==> src/rtl/mpt_plb.sv <==
// rtl/mpt_plb.sv - fully-associative MPT permission lookaside buffer
// Optional hit/miss statistics counters are built when MPT_PLB_STATS_EN is defined.
module mpt_plb #(
  parameter int NUM_ENTRIES      = 8,
  parameter int XLEN             = 64,
  parameter int SDID_LEN         = 6,
  parameter int RANGE_OFFSET_LEN = 16
) (
  input  logic                                        clk_i,
  input  logic                                        rst_i,
  input  logic                                        lookup_valid_i,
  output logic                                        lookup_ready_o,
  input  logic [SDID_LEN-1:0]                         lookup_sdid_i,
  input  logic [XLEN-1:0]                             lookup_spa_i,
  input  logic [1:0]                                  lookup_access_i,
  output logic                                        resp_valid_o,
  output logic                                        resp_hit_o,
  output logic [2:0]                                  resp_perms_o,
  output logic                                        resp_allow_o,
  input  logic                                        fill_valid_i,
  input  logic [SDID_LEN-1:0]                         fill_sdid_i,
  input  logic [XLEN-1:0]                             fill_spa_i,
  input  logic [3*(1<<(RANGE_OFFSET_LEN-12))-1:0]     fill_perms_i,
`ifdef MPT_PLB_STATS_EN
  output logic [31:0]                                 hit_count_o,
  output logic [31:0]                                 miss_count_o,
`endif
  input  logic                                        flush_i,
  input  logic                                        flush_sdid_only_i,
  input  logic [SDID_LEN-1:0]                         flush_sdid_i
);

  localparam int PAGES  = 1 << (RANGE_OFFSET_LEN - 12);
  localparam int PIDX_W = RANGE_OFFSET_LEN - 12;
  localparam int TAG_W  = XLEN - RANGE_OFFSET_LEN;
  localparam int IDX_W  = $clog2(NUM_ENTRIES);
  localparam int PW     = 3 * PAGES;

  logic [NUM_ENTRIES-1:0] valid_q;
  logic [SDID_LEN-1:0]    sdid_q  [NUM_ENTRIES];
  logic [TAG_W-1:0]       tag_q   [NUM_ENTRIES];
  logic [PW-1:0]          perms_q [NUM_ENTRIES];
  logic [IDX_W-1:0]       victim_q;

  logic       resp_valid_q, resp_hit_q, resp_allow_q;
  logic [2:0] resp_perms_q;

  logic [TAG_W-1:0]  lk_tag, fl_tag;
  logic [PIDX_W-1:0] lk_pidx;
  logic [PIDX_W+1:0] lk_base;
  logic              lk_accept, lk_hit, lk_allow, perm_legal;
  logic [2:0]        lk_perms;
  logic              fill_hit, inv_found, fill_en;
  logic [IDX_W-1:0]  fill_idx, inv_idx, fill_tgt;
  logic              unused_bits;

  assign lk_tag      = lookup_spa_i[XLEN-1:RANGE_OFFSET_LEN];
  assign lk_pidx     = lookup_spa_i[RANGE_OFFSET_LEN-1:12];
  assign lk_base     = {1'b0, lk_pidx, 1'b0} + {2'b00, lk_pidx};
  assign fl_tag      = fill_spa_i[XLEN-1:RANGE_OFFSET_LEN];
  assign unused_bits = ^{lookup_spa_i[11:0], fill_spa_i[11:0]};

  assign lookup_ready_o = !flush_i && !fill_valid_i;
  assign lk_accept      = lookup_valid_i && lookup_ready_o;
  assign fill_en        = fill_valid_i && !flush_i;

  always_comb begin
    lk_hit   = 1'b0;
    lk_perms = 3'b000;
    for (int i = 0; i < NUM_ENTRIES; i++) begin
      if (valid_q[i] && sdid_q[i] == lookup_sdid_i && tag_q[i] == lk_tag) begin
        lk_hit   = 1'b1;
        lk_perms = perms_q[i][lk_base +: 3];
      end
    end
  end

  // Reserved encodings (000, 010, 110) deny every access type.
  always_comb begin
    perm_legal = 1'b0;
    case (lk_perms)
      3'b001, 3'b011, 3'b100, 3'b101, 3'b111: perm_legal = 1'b1;
      default:                                perm_legal = 1'b0;
    endcase
    case (lookup_access_i)
      2'b01:   lk_allow = perm_legal & lk_perms[0];
      2'b10:   lk_allow = perm_legal & lk_perms[1];
      2'b11:   lk_allow = perm_legal & lk_perms[2];
      default: lk_allow = 1'b0;
    endcase
  end

  always_comb begin
    fill_hit  = 1'b0;
    fill_idx  = '0;
    inv_found = 1'b0;
    inv_idx   = '0;
    for (int i = 0; i < NUM_ENTRIES; i++) begin
      if (!fill_hit && valid_q[i] && sdid_q[i] == fill_sdid_i && tag_q[i] == fl_tag) begin
        fill_hit = 1'b1;
        fill_idx = IDX_W'(i);
      end
      if (!inv_found && !valid_q[i]) begin
        inv_found = 1'b1;
        inv_idx   = IDX_W'(i);
      end
    end
    fill_tgt = fill_hit ? fill_idx : (inv_found ? inv_idx : victim_q);
  end

  always_ff @(posedge clk_i) begin
    if (!rst_i && fill_en) begin
      sdid_q[fill_tgt]  <= fill_sdid_i;
      tag_q[fill_tgt]   <= fl_tag;
      perms_q[fill_tgt] <= fill_perms_i;
    end
  end

  always_ff @(posedge clk_i) begin
    if (rst_i) begin
      valid_q      <= '0;
      victim_q     <= '0;
      resp_valid_q <= 1'b0;
      resp_hit_q   <= 1'b0;
      resp_perms_q <= 3'b000;
      resp_allow_q <= 1'b0;
    end else begin
      if (flush_i) begin
        for (int i = 0; i < NUM_ENTRIES; i++) begin
          if (!flush_sdid_only_i || sdid_q[i] == flush_sdid_i) begin
            valid_q[i] <= 1'b0;
          end
        end
      end else if (fill_valid_i) begin
        valid_q[fill_tgt] <= 1'b1;
        if (!fill_hit && !inv_found) begin
          victim_q <= victim_q + 1'b1;
        end
      end
      resp_valid_q <= lk_accept;
      resp_hit_q   <= lk_accept & lk_hit;
      resp_perms_q <= lk_accept ? lk_perms : 3'b000;
      resp_allow_q <= lk_accept & lk_allow;
    end
  end

  // Gate with reset so a response due in the reset cycle never escapes.
  assign resp_valid_o = resp_valid_q & ~rst_i;
  assign resp_hit_o   = resp_hit_q & ~rst_i;
  assign resp_perms_o = rst_i ? 3'b000 : resp_perms_q;
  assign resp_allow_o = resp_allow_q & ~rst_i;

`ifdef MPT_PLB_STATS_EN
  logic [31:0] hit_cnt_q, miss_cnt_q;

  always_ff @(posedge clk_i) begin
    if (rst_i) begin
      hit_cnt_q  <= '0;
      miss_cnt_q <= '0;
    end else if (lk_accept) begin
      if (lk_hit && hit_cnt_q != 32'hFFFF_FFFF) begin
        hit_cnt_q <= hit_cnt_q + 32'd1;
      end
      if (!lk_hit && miss_cnt_q != 32'hFFFF_FFFF) begin
        miss_cnt_q <= miss_cnt_q + 32'd1;
      end
    end
  end

  assign hit_count_o  = hit_cnt_q;
  assign miss_count_o = miss_cnt_q;
`endif

endmodule

==> config.mk <==
export PLATFORM = sky130hd
export DESIGN_NAME = mpt_plb
export DESIGN_NICKNAME = d
export VERILOG_FILES = /design/src/rtl/mpt_plb.sv
export SDC_FILE = /design/constraint.sdc
export NUM_CORES = 2
export LEC_CHECK = 0
export BUFFER_PORTS_ARGS = -buffer_cell sky130_fd_sc_hd__buf_2
export CAP_MARGIN = 40
export CELL_PAD_IN_SITES_DETAIL_PLACEMENT = 0
export CELL_PAD_IN_SITES_GLOBAL_PLACEMENT = 1
export CORE_MARGIN = 1.5
export CORE_UTILIZATION = 43
export CTS_CLUSTER_DIAMETER = 30
export DETAILED_ROUTE_END_ITERATION = 6
export GPL_TIMING_DRIVEN = 1
export PLACE_DENSITY = 0.65
export RECOVER_POWER = 100
export SLEW_MARGIN = 10
export SYNTH_ARGS = -nofsm -noshare
export SYNTH_HDL_FRONTEND = slang
export SYNTH_SLANG_ARGS = --single-unit
==> constraint.sdc <==
create_clock -name clk_i -period 20.5 [get_ports clk_i]
set_clock_uncertainty 0.2 [all_clocks]
set_input_delay 2.05 -clock clk_i [delete_from_list [all_inputs] [get_ports clk_i]]
set_output_delay 2.05 -clock clk_i [all_outputs]
set_load 0.02 [all_outputs]
# ---- Word level (Yosys, flattened, before mapping)
# Memory sizes are Yosys's and may differ from the RTL's.
# Cells that the tools add are included.
dict set report word_totals {
  wordCells 259
  n_memories 3
  ram_bits 816
  reg_bits 17
  in_bits 202
  output_inout_bits 7
}
dict set report classes {
  n_bitwise 12
  n_lt_le_gt_ge 2
  n_shift 8
  add_sub_neg 2
  reduce_logical 98
  eq_ne 56
  muxes 65
}
# memory depth width rd rd_ports_with_merged_regs wr line_no
set mem_list {}
lappend mem_list {perms_q 8 48 8 0 1 42} ;# logic [PW-1:0] perms_q [NUM_ENTRIES];
lappend mem_list {tag_q 8 48 8 0 1 41} ;# logic [TAG_W-1:0] tag_q [NUM_ENTRIES];
lappend mem_list {sdid_q 8 6 8 0 1 40} ;# logic [SDID_LEN-1:0] sdid_q [NUM_ENTRIES];
# cell n
set op_table {}
lappend op_table {{$eq 48x48->1} 16}
lappend op_table {{$shiftx 48x7->3} 8}
lappend op_table {{$eq 6x6->1} 24}
lappend op_table {{$mux 3} 23}
lappend op_table {{$logic_and 1x1->1} 52}
lappend op_table {{$mux 1} 38}
lappend op_table {{$logic_not 1->1} 26}
lappend op_table {{$mux 8} 2}
lappend op_table {{$ne 2x1->1 const B} 8}
lappend op_table {{$reduce_and 2->1} 8}
lappend op_table {{$eq 3x3->1 const B} 3}
lappend op_table {{$and 1x1->1} 8}
lappend op_table {{$logic_or 1x1->1} 8}
lappend op_table {{$or 8x8->8} 1}
lappend op_table {{$add 5x4->6} 1}
lappend op_table {{$reduce_or 5->1} 1}
lappend op_table {{$eq 2x2->1 const B} 2}
lappend op_table {{$lt 3x4->1 const B} 1}
lappend op_table {{$add 3x1->3 const B} 1}
lappend op_table {{$demux 1 s3} 1}
lappend op_table {{$eq 3x1->1 const B} 1}
lappend op_table {{$eq 3x2->1 const B} 1}
lappend op_table {{$ge 3x1->1 const B} 1}
lappend op_table {{$not 1->1} 3}
lappend op_table {{5 further kinds} 5}

# ---- Longest topological paths before layout
# An unclocked memory read counts as a cell.
dict set report logic_depth {
  depth_word 48
  mapped_depth 16
  ltp_nobuf 12
}

# ---- Worst setup path before layout
# Ideal clock, no wire load.
dict set report synth_path {
  path_type {input to register}
  from {input port fill_spa_i[37]}
  to {memory perms_q[6][0] in the netlist's numbering (enable)}
  path_stages 11
  setup_ps 688
  t_required_ps 19612
  slack_ps 8517
  arrival_ps 11095
  path_buffers 2
  cell_sequence {clkbuf_1 > xnor2_1 > nand4_1 > nor4_1 > nand4_1 > o32ai_1 > or2_2 > nor2_1 > or2_2 > clkbuf_1 > nor3_1}
}
dict set report synth_via {
  elab_chain_len 39
  elab_cells_between_ends 53
  cone_classes {eq/ne: 8; mux: 16; reduce/logical: 29}
}
# element line_no
set synth_lines {}
lappend synth_lines {{start, declared} 22} ;# input logic [XLEN-1:0] fill_spa_i,
lappend synth_lines {{$eq 48x48->1} 99} ;# if (!fill_hit && valid_q[i] && sdid_q[i] == fill_sdid_i && tag_q[i] == fl_tag) begin
lappend synth_lines {{$logic_and 1x1->1} 99}
lappend synth_lines {{$mux 1} 99}
lappend synth_lines {{$logic_not 1->1} 99}
lappend synth_lines {{$logic_and 1x1->1 (3 in series)} 99}
lappend synth_lines {{$mux 1} 99}
lappend synth_lines {{$logic_not 1->1} 99}
lappend synth_lines {{$logic_and 1x1->1 (3 in series)} 99}
lappend synth_lines {{[... 15 more ...]} n/a}
lappend synth_lines {{$mux 1} 99}
lappend synth_lines {{$logic_not 1->1} 99}
lappend synth_lines {{$logic_and 1x1->1 (3 in series)} 99}
lappend synth_lines {{$mux 1} 99}
lappend synth_lines {{$logic_not 1->1} 99}
lappend synth_lines {{$logic_and 1x1->1 (3 in series)} 99}
lappend synth_lines {{$mux 3 / $mux 1 (equally long branches)} 99}
lappend synth_lines {{$mux 3 (*)} 108} ;# fill_tgt = fill_hit ? fill_idx : (inv_found ? inv_idx : victim_q);
lappend synth_lines {{end, declared} 42}
# Mark *: on every way between the ends. The rest lies on a longest branch, timed or not.

# ---- Final worst setup path
dict set report layout_path {
  from {input port fill_spa_i[51]}
  to {memory tag_q[3][23] in the netlist's numbering (enable)}
}
dict set report layout_via {
  elab_chain_len 39
  elab_cells_between_ends 53
  cone_classes {eq/ne: 8; mux: 16; reduce/logical: 29}
}
# element line_no
set layout_lines {}
lappend layout_lines {{$eq 48x48->1} 99}
lappend layout_lines {{$logic_and 1x1->1} 99}
lappend layout_lines {{$mux 1} 99}
lappend layout_lines {{$logic_not 1->1} 99}
lappend layout_lines {{$logic_and 1x1->1 (3 in series)} 99}
lappend layout_lines {{$mux 1} 99}
lappend layout_lines {{$logic_not 1->1} 99}
lappend layout_lines {{$logic_and 1x1->1 (3 in series)} 99}
lappend layout_lines {{[... 15 more ...]} n/a}
lappend layout_lines {{$mux 1} 99}
lappend layout_lines {{$logic_not 1->1} 99}
lappend layout_lines {{$logic_and 1x1->1 (3 in series)} 99}
lappend layout_lines {{$mux 1} 99}
lappend layout_lines {{$logic_not 1->1} 99}
lappend layout_lines {{$logic_and 1x1->1 (3 in series)} 99}
lappend layout_lines {{$mux 3 / $mux 1 (equally long branches)} 99}
lappend layout_lines {{$mux 3 (*)} 108}
lappend layout_lines {{end, declared} 41}
# Marks and branches as above.

==> qor.yml <==
yosys:
  synth_xor_area_share_pct: 14.3
  synthCells: 3303
  avgSynthCellArea_sq_um: 14.0
  muxShareOfSynthArea_pct: 13.9
  yosysTopAreaCell: "edfxtp_1"
  syn-num-nets: 3511
  synth_compound_area_share_pct: 6.50
  synth_fa_ha_area_share_pct: 0.178
  synth_top_area_share_pct: 52.9
  syn_area_sq_um: 46300
  synth_ff_type: "edfxtp_1"
  yosysSeqAreaShare_pct: 53.7
  synth_top_family_by_area: "XOR/XNOR gates"
  synthTopCellsByArea: "edfxtp_1 (53%), mux4_2 (10%), xnor2_1 (8.2%), xor2_1 (6.1%), mux2i_1 (2.8%)"
  yosysUniqueCellTypes: 90
  synth-seq-cells: 833
  async_reset_ff_share_pct: 0
  synth_edf_count: 816
  yosysWarnings: 0
  synth-simple-area-share_pct: 7.54
sta:
  finalMaxSlewViolations: 1852
  setup_violations: 0
  worst_pin_slew_ns: 3.84
  finalCritPeriodShare_pct: 58.2
  maxSlewHeadroom_pct: -156
  worst_slack_ns: 8.56
  maxClockFrequency_mhz: 83.7
  report.final.hold_viol_count: 0
  rsz0062_at_grt: "false"
  fin_setup_tns_ns: 0
  period_minus_slack_ns: 11.94
floorplan:
  fp.dieW_microns: 331
  core_area_sq_um: 107000
  die-area_sq_um: 110000
  io_pins: 209
  die_y_microns: 331
  initial_core_util_pct: 43.3
  rows: 120
min_path:
  holdCritStartpoint: "victim_q[2]"
  min_path_cells: 2
  hold_class: "register to register"
  min_to: "victim_q[2]"
layout:
  drive_gt1_share_pct: 19.1
  fillers: 9180
  mostFrequentLayoutCell: "edfxtp_1"
  final_cells: 5130
  layout_common_cells: "edfxtp_1 (816), xnor2_1 (432), xor2_1 (321), clkbuf_16 (212), mux4_2 (206)"
  area_growth_pct: 19.3
  nNetsFinal: 3753
  postLayoutCoreUtil_pct: 51.7
cts:
  clk_path_buf_depth: 3
  postCtsSetupBuffers: 0
  cts_max_level: 4
  cts_resized: 0
  cts_hold_buf: 0
  cts_sinks: 833
  cts_buffers: 209
  root_buffer: "clkbuf_16"
  cts_tree: "yes"
  clk_latency_ns: 0.79
  cts.clk_slew.worst_paths_ns: 0.04
run:
  cap_viol_max_count: 74
global_route:
  gr-total-overflow: 0
  grt_pass1_wl_microns: 271000
  first_global_vias: 32400
  grtUsageTotal_pct: 36.7
  grt_max_degree: 130
  antenna_found_initial: 15
worst_setup_path:
  reg2reg_from: "tag_q[2][0]"
  crit_start: "fill_spa_i[51]"
  endpoint_kind: "register"
  timing.rr.end: "perms_q[6][14]"
  reg2reg_slack_ns: 11.34
  required_ns: 20.59
  crit_fanout: 67
  rr_worst_depth: 14
  startpoint_type: "input port"
  critPathArrivalTime_ns: 12.03
  worst-setup-path-type: "input port to register"
route:
  route.detailed.drc: 2
  first_pass_iters: 7
  via_per_inst: 6.70
  via_count: 34300
  highest_layer: "met4"
  post_drt_wl_per_cell_microns: 39.5
  met3WireLength_microns: 31300
  ant_nets: 0
  drt-total-wl_microns: 203000
  wl_met1_microns: 82600
  met2_length_microns: 80100
  first_iter_violations: 5897
place:
  post-place-ws_ns: 12.43
  place_hpwl_microns: 134000
  dp_cells: 4730
  routabilityCongestion: 1.03
  io_buffers: 180
power:
  power_mw: 5.92
  cellPowerDensity_nw_per_um2: 107
  leakagePower_nw: 18.3
  max-vdd-ir-drop_v: 0.0000775
run_status:
  outcome: "finished, violations left"
  violations: "design-rule violations, max-capacitance violations, max-slew violations"
-- final cells by class --
class,instances,area (sq um),area share [%]
multi-input combinational,2133,19700,35.7
antenna,1,2.50,0.00453
clock inverter,154,1810,3.28
inverter,103,387,0.700
sequential,833,24800,45.0
timing repair buffer,265,1270,2.30
clock buffer,238,5450,9.87
tap,1403,1760,3.18
-- stage by stage --
stage               hold WS, ns  area (sq um)
CTS                       0.295         55600
floorplan                 0.258         46300
global route              0.330         55200
detailed placement        0.286         48300
finish                    0.299         55200
global placement          0.288         48200
-- cell usage after synthesis (9+ instances only) --
| cell | number |
|---|---|
| and3_1 | 10 |
| a221o_1 | 11 |
| nand2_1 | 101 |
| o21ai_0 | 40 |
| buf_4 | 24 |
| a22oi_1 | 19 |
| a21oi_1 | 39 |
| inv_1 | 103 |
| buf_6 | 17 |
| o31ai_1 | 11 |
| a31oi_1 | 11 |
| a2111oi_0 | 17 |
| a221oi_1 | 45 |
| a222oi_1 | 11 |
| nor2b_1 | 44 |
| mux4_2 | 206 |
| nand3_1 | 40 |
| nand2b_1 | 48 |
| o211ai_1 | 9 |
| and2_1 | 10 |
| xnor2_1 | 433 |
| a211o_1 | 10 |
| o22ai_1 | 35 |
| o2111ai_1 | 17 |
| buf_1 | 10 |
| o221ai_1 | 16 |
| clkbuf_1 | 98 |
| nor2_1 | 51 |
| mux2i_1 | 131 |
| o2bb2ai_1 | 16 |
| xor2_1 | 322 |
| buf_8 | 10 |
| edfxtp_1 | 816 |
| mux4_1 | 14 |
| clkbuf_8 | 13 |
| nand4_1 | 137 |
| mux2_2 | 9 |
| buf_2 | 61 |
| dfxtp_1 | 17 |
| nor4_1 | 105 |
| nor3_1 | 21 |
| a22o_1 | 12 |
| a211oi_1 | 21 |
-- registers in the layout (all words and copies together) (netlist names) --
name,count
resp_hit_q,1
perms_q,384
resp_allow_q,1
resp_valid_q,1
sdid_q,48
tag_q,384
valid_q,8
victim_q,3
resp_perms_q,3
-- routing by layer --
metal | vias to the layer above | global-route usage (%)
met3 | 441 | 14.1
met5 | - | 0
met4 | 0 | 14.7
met2 | 2846 | 48.4
li1 | 13400 | -
met1 | 17600 | 53.7
-- cells by family (layout without fill, tap and decap cells) --
kind of cell,Yosys count,after routing
adder cells (fa/ha/maj),6,6
flip-flops,833,833
buffers and inverters,337,760
XOR/XNOR,756,756
AND/OR/NAND/NOR,617,617
other,0,1
multiplexers,361,361
AO/OA/AOI/OAI,393,393
-- critical path, cell delays in order --
cell	delay, ns
buf_2	0.07
clkbuf_1	1.50
inv_1	0.90
a221o_1	0.50
nor4_1	0.31
nand4_1	0.44
o22ai_1	0.48
nor3_2	0.07
a21oi_1	0.20
nand2_1	0.26
or2_0	0.31
nor2_1	1.36
clkbuf_1	0.78
clkbuf_1	2.70
-- worst max path at each step --
stage                          endpoint  cells after the start
final                      tag_q[3][23]                     14
after global routing       tag_q[3][23]                     14
after CTS                  resp_allow_q                     14
after detailed placement   resp_allow_q                     14
after global placement     resp_allow_q                     14
after floorplan           perms_q[6][0]                     11
-- power by group --
group | internal (mW) | switching (mW) | total, mW
registers | 1.89 | 0.00730 | 1.89
logic | 0.200 | 0.434 | 0.635
clock network | 2.32 | 1.06 | 3.39
Power figures use the tool's default switching activity.
